<file path="src/rtl/bn2d_stream.sv">
// bn2d_stream: streaming per-channel fixed-point batch norm, y = sat(round(x*scale+offset)).
// Optional macro BN2D_RELU_EN fuses a ReLU after saturation in stage 2.
module bn2d_stream #(
    parameter int DATA_W   = 16,
    parameter int FRAC_W   = 8,
    parameter int CHANNELS = 4,
    parameter int HEIGHT   = 4,
    parameter int WIDTH    = 4,
    localparam int CH_W    = (CHANNELS > 1) ? $clog2(CHANNELS) : 1
) (
    input  logic              clk,
    input  logic              rst,
    input  logic              cfg_we,
    input  logic [CH_W-1:0]   cfg_ch,
    input  logic [DATA_W-1:0] cfg_scale,
    input  logic [DATA_W-1:0] cfg_offset,
    input  logic              start,
    output logic              busy,
    input  logic              in_valid,
    output logic              in_ready,
    input  logic [DATA_W-1:0] in_data,
    output logic              out_valid,
    input  logic              out_ready,
    output logic [DATA_W-1:0] out_data,
    output logic [CH_W-1:0]   out_ch,
    output logic              frame_done
);

    localparam int PIX   = HEIGHT * WIDTH;
    localparam int PIX_W = (PIX > 1) ? $clog2(PIX) : 1;
    localparam int DEPTH = 1 << CH_W;
    localparam int P_W   = 2 * DATA_W;
    localparam int SUM_W = 2 * DATA_W + 1;

    localparam logic signed [SUM_W-1:0] RND =
        SUM_W'(1) <<< (FRAC_W - 1);
    localparam logic signed [SUM_W-1:0] SAT_MAX =
        $signed({{(SUM_W-DATA_W+1){1'b0}}, {(DATA_W-1){1'b1}}});
    localparam logic signed [SUM_W-1:0] SAT_MIN =
        $signed({{(SUM_W-DATA_W+1){1'b1}}, {(DATA_W-1){1'b0}}});

    typedef enum logic [1:0] {
        S_IDLE  = 2'd0,
        S_RUN   = 2'd1,
        S_FLUSH = 2'd2
    } state_t;

    state_t r_state;
    state_t w_state_nxt;

    logic [DATA_W-1:0] r_scale  [DEPTH];
    logic [DATA_W-1:0] r_offset [DEPTH];

    logic [PIX_W-1:0] r_pix_cnt;
    logic [CH_W-1:0]  r_ch_cnt;

    logic              r_s1_valid;
    logic [P_W-1:0]    r_s1_p;
    logic [CH_W-1:0]   r_s1_ch;
    logic              r_s2_valid;
    logic [DATA_W-1:0] r_s2_data;
    logic [CH_W-1:0]   r_s2_ch;

    logic                    w_adv;
    logic                    w_in_fire;
    logic                    w_pix_wrap;
    logic                    w_ch_wrap;
    logic                    w_last;
    logic                    w_frame_done;
    logic signed [P_W-1:0]   w_in_ext;
    logic signed [P_W-1:0]   w_scale_ext;
    logic signed [P_W-1:0]   w_prod;
    logic [DATA_W-1:0]       w_off;
    logic signed [SUM_W-1:0] w_off_ext;
    logic signed [SUM_W-1:0] w_sum;
    logic signed [SUM_W-1:0] w_shr;
    logic [DATA_W-1:0]       w_sat;
    logic [DATA_W-1:0]       w_res;

    // Both stages move together; a stalled output freezes the whole pipe.
    assign w_adv     = !r_s2_valid || out_ready;
    assign in_ready  = (r_state == S_RUN) && w_adv;
    assign w_in_fire = in_valid && in_ready;

    assign w_pix_wrap = (r_pix_cnt == PIX_W'(PIX - 1));
    assign w_ch_wrap  = (r_ch_cnt == CH_W'(CHANNELS - 1));
    assign w_last     = w_pix_wrap && w_ch_wrap;

    assign w_in_ext    = {{DATA_W{in_data[DATA_W-1]}}, in_data};
    assign w_scale_ext = {{DATA_W{r_scale[r_ch_cnt][DATA_W-1]}},
                          r_scale[r_ch_cnt]};
    assign w_prod      = w_in_ext * w_scale_ext;

    // Offset is aligned to the product's 2*FRAC_W binary point before adding.
    assign w_off     = r_offset[r_s1_ch];
    assign w_off_ext = {{(SUM_W-DATA_W){w_off[DATA_W-1]}}, w_off};
    assign w_sum     = {r_s1_p[P_W-1], r_s1_p} + (w_off_ext <<< FRAC_W) + RND;
    assign w_shr     = w_sum >>> FRAC_W;

    // Clamp the rescaled sum into the output range, then optional ReLU.
    always_comb begin
        w_sat = w_shr[DATA_W-1:0];
        if (w_shr > SAT_MAX) begin
            w_sat = {1'b0, {(DATA_W-1){1'b1}}};
        end else if (w_shr < SAT_MIN) begin
            w_sat = {1'b1, {(DATA_W-1){1'b0}}};
        end
`ifdef BN2D_RELU_EN
        w_res = w_sat[DATA_W-1] ? '0 : w_sat;
`else
        w_res = w_sat;
`endif
    end

    // Per-channel coefficients; writes are only taken while idle.
    always_ff @(posedge clk or posedge rst) begin
        if (rst) begin
            for (int i = 0; i < DEPTH; i++) begin
                r_scale[i]  <= DATA_W'(1) << FRAC_W;
                r_offset[i] <= '0;
            end
        end else begin
            for (int i = 0; i < CHANNELS; i++) begin
                if (cfg_we && r_state == S_IDLE && cfg_ch == CH_W'(i)) begin
                    r_scale[i]  <= cfg_scale;
                    r_offset[i] <= cfg_offset;
                end
            end
        end
    end

    // State register.
    always_ff @(posedge clk or posedge rst) begin
        if (rst) begin
            r_state <= S_IDLE;
        end else begin
            r_state <= w_state_nxt;
        end
    end

    // Next state, busy and the end-of-frame pulse on the final output beat.
    always_comb begin
        w_state_nxt  = r_state;
        w_frame_done = 1'b0;
        unique case (r_state)
            S_IDLE: begin
                if (start) w_state_nxt = S_RUN;
            end
            S_RUN: begin
                if (w_in_fire && w_last) w_state_nxt = S_FLUSH;
            end
            S_FLUSH: begin
                if (r_s2_valid && out_ready && !r_s1_valid) begin
                    w_frame_done = 1'b1;
                    w_state_nxt  = S_IDLE;
                end
            end
            default: w_state_nxt = S_IDLE;
        endcase
    end

    assign busy       = (r_state != S_IDLE);
    assign frame_done = w_frame_done;

    // Pixel/channel position of the next accepted sample.
    always_ff @(posedge clk or posedge rst) begin
        if (rst) begin
            r_pix_cnt <= '0;
            r_ch_cnt  <= '0;
        end else if (r_state == S_IDLE) begin
            if (start) begin
                r_pix_cnt <= '0;
                r_ch_cnt  <= '0;
            end
        end else if (w_in_fire) begin
            if (w_pix_wrap) begin
                r_pix_cnt <= '0;
                r_ch_cnt  <= w_ch_wrap ? '0 : r_ch_cnt + 1'b1;
            end else begin
                r_pix_cnt <= r_pix_cnt + 1'b1;
            end
        end
    end

    // Two-stage datapath: multiply, then offset/round/saturate.
    always_ff @(posedge clk or posedge rst) begin
        if (rst) begin
            r_s1_valid <= 1'b0;
            r_s1_p     <= '0;
            r_s1_ch    <= '0;
            r_s2_valid <= 1'b0;
            r_s2_data  <= '0;
            r_s2_ch    <= '0;
        end else if (w_adv) begin
            r_s1_valid <= w_in_fire;
            if (w_in_fire) begin
                r_s1_p  <= w_prod;
                r_s1_ch <= r_ch_cnt;
            end
            r_s2_valid <= r_s1_valid;
            if (r_s1_valid) begin
                r_s2_data <= w_res;
                r_s2_ch   <= r_s1_ch;
            end
        end
    end

    assign out_valid = r_s2_valid;
    assign out_data  = r_s2_data;
    assign out_ch    = r_s2_ch;

endmodule

</file>
<file path="config.mk">
export PLATFORM = sky130hd
export DESIGN_NAME = bn2d_stream
export DESIGN_NICKNAME = d
export VERILOG_FILES = /design/src/rtl/bn2d_stream.sv
export SDC_FILE = /design/constraint.sdc
export NUM_CORES = 1
export LEC_CHECK = 0
export ABC_CLOCK_PERIOD_IN_PS = 7300
export CORE_MARGIN = 3
export CORE_UTILIZATION = 42
export DETAILED_ROUTE_END_ITERATION = 7
export PLACE_DENSITY_LB_ADDON = 0.2
export SLEW_MARGIN = 10
export SYNTH_ARGS = -nofsm -noshare
export SYNTH_HDL_FRONTEND = slang
export SYNTH_SLANG_ARGS = --single-unit
export TNS_END_PERCENT = 20
</file>
<file path="constraint.sdc">
create_clock -name clk -period 7.3 [get_ports clk]
set_input_delay 1.46 -clock clk [delete_from_list [all_inputs] [get_ports clk]]
set_output_delay 1.46 -clock clk [all_outputs]
set_load 0.1 [all_outputs]
</file>
==> metrics.txt <==
Root Driver=clkbuf_16; r2r setup slk=0.41 ns; Pre-antenna DRT Iters=5; Min-Delay Startpoint=out_ch[1]; Initial Utilization=43.2%; mapped cell area=18800 µm²; total track usage=20.0%; Core ar.=43600 µm²; fin crit period=7.02 ns; pin count of the biggest net entering global routing=80; CTS Sinks=183; Peak Freq=142 MHz; DRC errors left=0; kind of critical path=in -> reg; Final Wtd Congestion=0.873; vias in the first global route=14300; Worst Setup SP=in_data[7]; Syn Nets=2238; most frequent cells in the layout=324 x inv_1, 262 x fa_1, 193 x nand2_1; CP max FO=8; Critical R2R Capture=r_s1_p[24]; Initial DRC Count=689; drt wl/cell=17.5 µm; final core utilization=49.6%; arrival time of the worst setup path=7.33 ns; Max Cap Viol=0; async set-reset flop share out of synthesis=100%; Layout area overhead=14.9%; ANT nets after route=0; number of I/O port buffers=77; die area=47400 µm²; fin nets=2379; commonest non-fill, non-tap cell in the layout=inv_1; Worst Tran Pin Value=0.983 ns; Worst-Skew Late Latency=0.44 ns; Post-synth EDFFs=0; H-tree depth=4; HP Class=reg -> reg; Reg area=4580 µm²; Relative slew margins=34.3%; Hold Vio Cnt, Final=0; Syn Inst Count=1815; Worst setup SP type=primary input; DP Wirelength=35900 µm; top_reg_cell synth=dfrtp_1; DR vias/cell=5.13; WHS Endpoint=out_ch[1]; Die X=218 µm; CTS tree=built; Num CTS Buffers=17; Distinct cells, synth=65; vias post-DR=13100; layout cells sized above 1=17.4%; first-pass GRT wire length=75400 µm; initial antenna violation count=2; RSZ-0062 raised after global routing=yes; WL final=44600 µm; cells on worst reg2reg path=23; die height=218 µm; outcome=finished clean; fill count=3981; Crit. End Element=flop; Setup Skew=0.0197 ns; Rows=76; period utilisation layout=96.2%; fin. max-slew vios=0; area of the multi-input gates=12800 µm²; Ports=78; synthesis-stage register bit count=183; Setup-failing EPs final=0; Avg Cell Area, Syn=10.4 µm²; clk slew on worst S/H paths=0.08 ns; post-synthesis sequential area ratio=24.3%; hold-critical path depth=2; total global routing overflow=0; CP required=7.60 ns; CTS Buffer Depth=2; reg2reg start=r_ch_cnt[1]; yosys warns=0; WHS=0.480 ns; # hold bufs at CTS=0
-- worst max-delay path: stages --
cell and delay, ns:
clkdlybuf4s50_1 0.46, buf_4 0.17, nand2_1 0.09, fa_1 0.50
fa_1 0.49, inv_1 0.05, fa_1 0.49, inv_1 0.06
fa_1 0.58, fa_1 0.45, fa_1 0.49, inv_1 0.04
ha_1 0.30, and3_1 0.17, nand3_1 0.13, o2111ai_1 0.17
o21a_1 0.24, or2_4 0.25, a211o_1 0.33, a21oi_2 0.16
xor2_1 0.17, o21ai_1 0.07
-- cell usage after synthesis, drive strengths merged, types with 17 or more instances --
cell,instances,share of area (%)
a21o,22,0.88
a21oi,39,1.0
and2,121,4.0
clkbuf,57,1.1
dfrtp,179,24
fa,262,28
ha,105,7.0
inv,326,6.5
mux2,129,7.7
mux4,31,3.7
nand2,193,3.8
nor2,57,1.1
o21ai,63,1.7
o22ai,17,0.56
xnor2,35,1.6
-- layer usage --
layer | vias to the layer above | share of wire, % | GRT usage (%)
met5 | - | 0.029 | 0
met4 | 2 | 1.4 | 4.00
met3 | 42 | 4.2 | 2.80
met2 | 229 | 48 | 33.0
met1 | 6730 | 46 | 28.5
li1 | 6104 | - | -
-- logic make-up (layout without fill, tap and decap cells) --
kind of cell | Yosys count | in the layout | synth area share [%]
simple gates | 451 | 451 | 11.8
flops | 183 | 183 | 24.3
compound gates | 206 | 206 | 7.25
buf+inv | 397 | 551 | 8.01
xor+xnor | 48 | 48 | 2.23
other cells | 0 | 1 | 0
fa+ha+maj | 367 | 367 | 34.8
mux | 163 | 163 | 11.6
-- state kept, by name, indices dropped and copies added, names as in the netlist --
register and count:
r_ch_cnt 2, r_s1_valid 1, r_s1_ch 2, r_offset 64, out_data 16, r_scale 64
out_valid 1, out_ch 2, r_state 2, r_pix_cnt 4, r_s1_p 25
-- per-stage QoR --
step,instance area (µm²),worst slack (ns),cells,setup TNS [ns]
2_1_floorplan,18800,0.244,1815,0
3_3_place_gp,20900,-0.474,2514,-4.59
3_5_place_dp,20900,-0.438,2514,-4.75
4_1_cts,21500,0.0276,2546,0
5_1_grt,21600,-0.0327,2554,-0.0327
6_report,21600,0.276,2555,0
-- what timing repair did --
item | 4_1_cts | 5_1_grt
pin swaps | 2 | 8
gates resized for setup | 1 | 24
endpoints found under the setup margin | 3 | 14
setup buffers | 0 | 8
-- worst max-delay path by stage --
stage	cells after the start	slack, ns	endpoint
2_1_floorplan	24	0.24	r_s1_p[25]
3_3_place_gp	21	-0.47	r_s1_p[25]
3_5_place_dp	22	-0.44	r_s1_p[25]
4_1_cts	21	0.03	r_s1_p[24]
5_1_grt	23	-0.03	r_s1_p[24]
6_report	22	0.28	r_s1_p[24]
-- final cells by class --
| class | count | share of cell area, % |
|---|---|---|
| multi-input cells | 1235 | 59.1 |
| clock inverters | 15 | 0.902 |
| clock buffers | 17 | 1.97 |
| flip-flops and latches | 183 | 21.2 |
| inverters | 326 | 5.68 |
| diodes | 1 | 0.0116 |
| repair buffers | 193 | 7.80 |
| well taps | 585 | 3.38 |
Power is left out: the tool's default activity adds up to more than one toggle a clock period on the data nets, which glitch-free logic cannot reach.
